[config.mk]
export PLATFORM = sky130hd
export DESIGN_NAME = neuron_mac
export DESIGN_NICKNAME = d
export VERILOG_FILES = /design/src/rtl/neuron_mac.sv
export SDC_FILE = /design/constraint.sdc
export NUM_CORES = 2
export LEC_CHECK = 0
export CORE_MARGIN = 8
export CORE_UTILIZATION = 30
export DETAILED_ROUTE_END_ITERATION = 6
export SLEW_MARGIN = 10
export SYNTH_ARGS = -nofsm -noshare
export SYNTH_HDL_FRONTEND = slang
export SYNTH_SLANG_ARGS = --single-unit
[constraint.sdc]
create_clock -name clk -period 11.43 [get_ports clk]
set_input_delay 2.286 -clock clk [delete_from_list [all_inputs] [get_ports clk]]
set_output_delay 2.286 -clock clk [all_outputs]
set_load 0.02 [all_outputs]
[src/rtl/neuron_mac.sv]
// rtl/neuron_mac.sv - Q-format multiply-accumulate neuron: bias + COUNTER_END beats of in_data*weight.
// Define NEURON_MAC_SAT_EN to saturate the 32-bit result instead of wrapping.
module neuron_mac #(
    parameter int COUNTER_END = 4,
    parameter int FRAC_BITS   = 16
) (
    input  logic        clk,
    input  logic        rst,
    input  logic        start,
    input  logic [31:0] bias,
    input  logic        in_valid,
    output logic        in_ready,
    input  logic [31:0] in_data,
    input  logic [31:0] weight,
    output logic [31:0] counter,
    output logic [31:0] mult_sum_out,
    output logic        sum_valid
);

    typedef enum logic [1:0] {
        IDLE  = 2'd0,
        ACCUM = 2'd1,
        DONE  = 2'd2
    } state_t;

    localparam logic signed [63:0] Q32_MAX = 64'sh0000_0000_7FFF_FFFF;
    localparam logic signed [63:0] Q32_MIN = 64'shFFFF_FFFF_8000_0000;

    state_t             r_state;
    logic signed [63:0] r_acc;
    logic [31:0]        r_counter;
    logic [31:0]        r_mult_sum_out;
    logic               r_in_ready;
    logic               r_sum_valid;

    logic signed [63:0] w_data64;
    logic signed [63:0] w_weight64;
    logic signed [63:0] w_prod;
    logic signed [63:0] w_prod_q;
    logic signed [63:0] w_acc_next;
    logic [31:0]        w_conv;
    logic               w_beat;
    logic               w_last;

    assign w_data64   = {{32{in_data[31]}}, in_data};
    assign w_weight64 = {{32{weight[31]}}, weight};
    assign w_prod     = w_data64 * w_weight64;
    assign w_prod_q   = w_prod >>> FRAC_BITS;

    // A start in the same cycle as a beat restarts the run, so the beat is dropped.
    assign w_beat = (r_state == ACCUM) && r_in_ready && in_valid && !start;
    assign w_last = (r_counter == 32'(COUNTER_END - 1));

    always_comb begin
        w_acc_next = r_acc;
        if (start) begin
            w_acc_next = {{32{bias[31]}}, bias};
        end else if (w_beat) begin
            w_acc_next = r_acc + w_prod_q;
        end
    end

    always_comb begin
        w_conv = w_acc_next[31:0];
`ifdef NEURON_MAC_SAT_EN
        if (w_acc_next > Q32_MAX) begin
            w_conv = 32'h7FFF_FFFF;
        end else if (w_acc_next < Q32_MIN) begin
            w_conv = 32'h8000_0000;
        end
`endif
    end

    always_ff @(posedge clk) begin
        if (rst) begin
            r_state        <= IDLE;
            r_acc          <= '0;
            r_counter      <= '0;
            r_mult_sum_out <= '0;
            r_in_ready     <= 1'b0;
            r_sum_valid    <= 1'b0;
        end else begin
            r_acc          <= w_acc_next;
            r_mult_sum_out <= w_conv;
            if (start) begin
                r_state     <= ACCUM;
                r_counter   <= '0;
                r_in_ready  <= 1'b1;
                r_sum_valid <= 1'b0;
            end else begin
                case (r_state)
                    ACCUM: begin
                        if (w_beat) begin
                            r_counter <= r_counter + 32'd1;
                            if (w_last) begin
                                r_state     <= DONE;
                                r_in_ready  <= 1'b0;
                                r_sum_valid <= 1'b1;
                            end
                        end
                    end
                    DONE: begin
                        r_in_ready  <= 1'b0;
                        r_sum_valid <= 1'b1;
                    end
                    default: begin
                        r_in_ready  <= 1'b0;
                        r_sum_valid <= 1'b0;
                    end
                endcase
            end
        end
    end

    assign in_ready     = r_in_ready;
    assign counter      = r_counter;
    assign mult_sum_out = r_mult_sum_out;
    assign sum_valid    = r_sum_valid;

    // Q32_MIN/Q32_MAX are only referenced when saturation is enabled.
    logic w_unused;
    assign w_unused = ^{Q32_MAX, Q32_MIN};

endmodule

== Word level (Yosys, flattened, before mapping) ==
Index checks and enable logic that the tools add are counted.

* $mul: 1
* Add/subtract/negate cells: 2
* Equality and inequality tests: 7
* Reductions and logical operators: 13
* Multiplexer cells: 13

{| class="wikitable"
|+ Operator list
! kind !! number
|-
| $mux 64 || 2
|-
| $add 64x48->64 || 1
|-
| $mul 32x32->64 || 1
|-
| $add 32x1->32 const B || 1
|-
| $eq 32x2->1 const B || 1
|-
| $mux 1 || 10
|-
| $ne 3x3->1 const B || 2
|-
| $reduce_and 2->1 || 3
|-
| $reduce_and 3->1 || 2
|-
| $reduce_bool 2->1 || 3
|-
| $ne 2x2->1 const B || 2
|-
| $logic_and 1x1->1 || 3
|-
| $eq 2x1->1 const B || 1
|-
| $eq 2x2->1 const B || 1
|-
| $pmux 1 s2 || 1
|-
| $reduce_or 2->1 || 1
|-
| $logic_not 1->1 || 1
|}

* Output and inout port bits: 66
* Word-level logic and storage cells: 43
* Flip-flop bits (word level): 100

== Depth between registers and ports, before layout ==
* Depth after elaboration: 7
* Mapped depth: 38
* Mapped depth without buffers: 37

== Worst setup path before layout ==
OpenSTA, ideal clock, no wires.

* Path kind: input port to flip-flop
* Start: in in_data[13]
* End: reg r_acc[30]
* Arrival time: 10669 ps
* Setup slack: 666 ps
* Stages on the path: 35
* Buffers on the path: 1
* Cells stage by stage: clkbuf_1 and2_1 fa_1 fa_1 fa_1 inv_1 fa_1 inv_1 fa_1 inv_1 fa_1 inv_1 fa_1 fa_1 ha_1 a21o_1 a21o_1 a21oi_1 o21ai_0 a221oi_2 inv_1 a21oi_1 o21ai_0 xor2_1 ha_1 o21ai_1 a21oi_1 a31oi_1 a211o_1 a21bo_1 a211o_1 a31oi_2 nor2_1 or3_1 a221oi_1

* Longest elaborated chain between the ends: 4

{| class="wikitable"
|+ Ends and longest elaborated chain
! what !! line !! RTL
|-
| start: declaration || 13 || <nowiki>input logic [31:0] in_data,</nowiki>
|-
| $mul 32x32->64 || 47 || <nowiki>assign w_prod = w_data64 * w_weight64;</nowiki>
|-
| $add 64x48->64 || 59 || <nowiki>w_acc_next = r_acc + w_prod_q;</nowiki>
|-
| $mux 64 || 58 || <nowiki>end else if (w_beat) begin</nowiki>
|-
| $mux 64 || 56 || <nowiki>if (start) begin</nowiki>
|-
| end signal: assignment || 83 || <nowiki>r_acc <= w_acc_next;</nowiki>
|-
| end: declaration || 30 || <nowiki>logic signed [63:0] r_acc;</nowiki>
|}

Every way passes these cells. The select of a mux whose other input is x is not followed.
A chain may end at the register's enable or synchronous reset.

== Worst setup path after layout ==
* Start: in in_data[7]
* End: reg r_acc[31]

Same word-level chain as after synthesis.

==> flow_summary.yaml <==
clocking:
  cts-root-buf: "clkbuf_16"
  hold_buffers: 0
  cts_max_level: 3
  clockBufferDepth: 2
  numCtsBuffers: 9
  cts_tree: "built"
  clk_pin_slew_ps: 60
  clkLatencyLatePin_ps: 340
  cts_sinks: 68
route:
  drc: 0
  vias_per_cell: 4.58
  ant_nets: 0
  firstDrtPassIters: 5
  drtIter0Drc: 1187
  num_vias: 25192
  drt-total-wl_mm: 97.2
  wl_per_cell_um: 17.6
worst_hold_path:
  hp-class: "flop to flop"
synth:
  synth-compound-area-share: 0.0471
  ys.flop_type: "dfxtp_1"
  synth_top_family_by_area: "adder cells"
  yosys_warnings: 0
  synth_edf_count: 0
  synth_adder_area_share: 0.581
  syn-num-nets: 4813
  avgSynthCellArea_um2: 9.04
  ys_async_sr_fraction: 0
  synthMuxAreaShare: 0.00211
  syn_area_um2: 33200
  netlist-cell-type-count: 62
  yosysSeqAreaShare: 0.0410
  ys_ff_latch: 68
  yosys.area_share.simple: 0.180
  synthCells: 3674
  synthXorXnorAreaFrac: 0.0327
setup_path:
  critical_path_arrival_ps: 11390
  worstSetupStartpointType: "primary input"
  critPathMaxFanout: 9
  critPathMaxStageDelay_ps: 640
  crit_type: "primary input to flop"
  cpMaxStageDelayCell: "fa_2"
  crit_path_frequent_cell: "fa_1"
  rrSetupSlack_ps: 8170
  critical_path.top_delay_family: "adder cells"
  cp-end-kind: "flop"
  cp.required_ps: 11670
  critPathBufInv: 8
place:
  dp_hpwl_mm: 83.8
  portBuffers: 165
  routabilityCongestion: 0.848
die:
  die-area_um2: 122000
  die_h_um: 349
  fp-row-count: 122
  num_io_pins: 166
  start_util: 0.301
  die-width_um: 349
  core-area_um2: 110000
sta:
  setup_tns_ps: 0
  setup_viol: 0
  slew_headroom: 0.489
  fin_skew_ps: 6.46
  max_freq_mhz: 89.7
  finalHoldViolations: 0
  slew_viol_final: 0
  period_share: 0.975
  tightest_slew_ps: 767
  period_minus_slack_ps: 11140
layout:
  syn_to_final_growth_pct: 20.5
  drive_above_1_share: 0.113
  num-nets-final: 5150
global_route:
  antenna_found_initial: 2
  grt_max_degree: 66
  grtUsageTotal: 0.157
  grt_pass1_wl_mm: 153
  overflow: 0
  first_global_vias: 27313
run:
  cap_violations: 0
run_status:
  outcome: "complete, no violations"
Yosys cell counts (all sizes together), types with 32 or more instances:
cell,number,area [um^2]
fa,839,16800
inv,820,3080
and2,498,3120
nand2,465,1750
ha,200,2500
clkbuf,187,756
nor2,103,387
a21oi,89,445
xnor2,77,674
dfxtp,68,1360
xor2,47,412
a21o,34,259
o21ai,32,164
layout by cell type, fill, tap and decap left out, drive strengths merged, types with 77 or more instances in the layout:
| cell | instances |
|---|---|
| inv | 821 |
| and2 | 498 |
| xnor2 | 77 |
| clkdlybuf4s50 | 135 |
| fa | 839 |
| ha | 200 |
| nand2 | 465 |
| a21oi | 89 |
| buf | 346 |
| nor2 | 103 |
per-layer routing:
layer / GRT usage / part of all wire
met4: 0.0346 / 0.024
met2: 0.295 / 0.53
met3: 0.0118 / 0.036
met5: 0 / 0
met1: 0.196 / 0.41
logic make-up (layout without fill, tap and decap cells):
kind of cell | Yosys count | in the layout
AND/OR/NAND/NOR | 1187 | 1187
adder cells (fa/ha/maj) | 1039 | 1039
buffers and inverters | 1011 | 1353
AO/OA/AOI/OAI | 238 | 238
XOR/XNOR | 124 | 124
flip-flops | 68 | 68
multiplexers | 7 | 7
other | 0 | 2
tightest hold or removal path, stage by stage, from the launching register on:
cell and delay (ps):
dfxtp_1 320, nor2_1 50, nor2_1 70
registers in the layout, indices dropped and copies added (netlist names):
signal / count
counter: 32
r_acc: 32
r_state: 2
in_ready: 1
sum_valid: 1
final cells by class:
cell class | instances | area, um^2
tap | 1488 | 1860
fill | 11350 | 70200
multi-input combinational | 2595 | 28300
sequential | 68 | 1360
timing repair buffer | 517 | 5060
clock inverter | 7 | 98.8
antenna | 2 | 5.00
clock buffer | 9 | 225
inverter | 820 | 3080
per-stage QoR:
stage	utilization	hold WS [ps]	cells	cell area, um^2	setup slack [ps]
finish	0.363	477	5506	40000	286
global route	0.363	515	5504	40000	-100
CTS	0.356	479	5483	39300	22.0
detailed placement	0.353	465	5466	38900	-507
global placement	0.353	454	5466	38900	-459
floorplan	-	440	3674	33200	666
path summary, 6_finish.rpt:
path,startpoint,cells past startpoint,to
setup / recovery,in_data[7],37,r_acc[31]
hold / removal,r_state[1],2,r_state[1]
setup reg to reg,r_acc[0],13,r_acc[28]
hold reg to reg,r_state[1],2,r_state[1]
repair_timing:
action / 4_1_cts / 5_1_grt
resized for setup: 4 / 128
pin swaps: 4 / 70
setup endpoints to repair: 4 / 17
gates cloned: 0 / 11
buffers inserted: 1 / 10
Power is not shown: default switching activity piles up to over one toggle a cycle in this logic, so the estimate is an artifact.
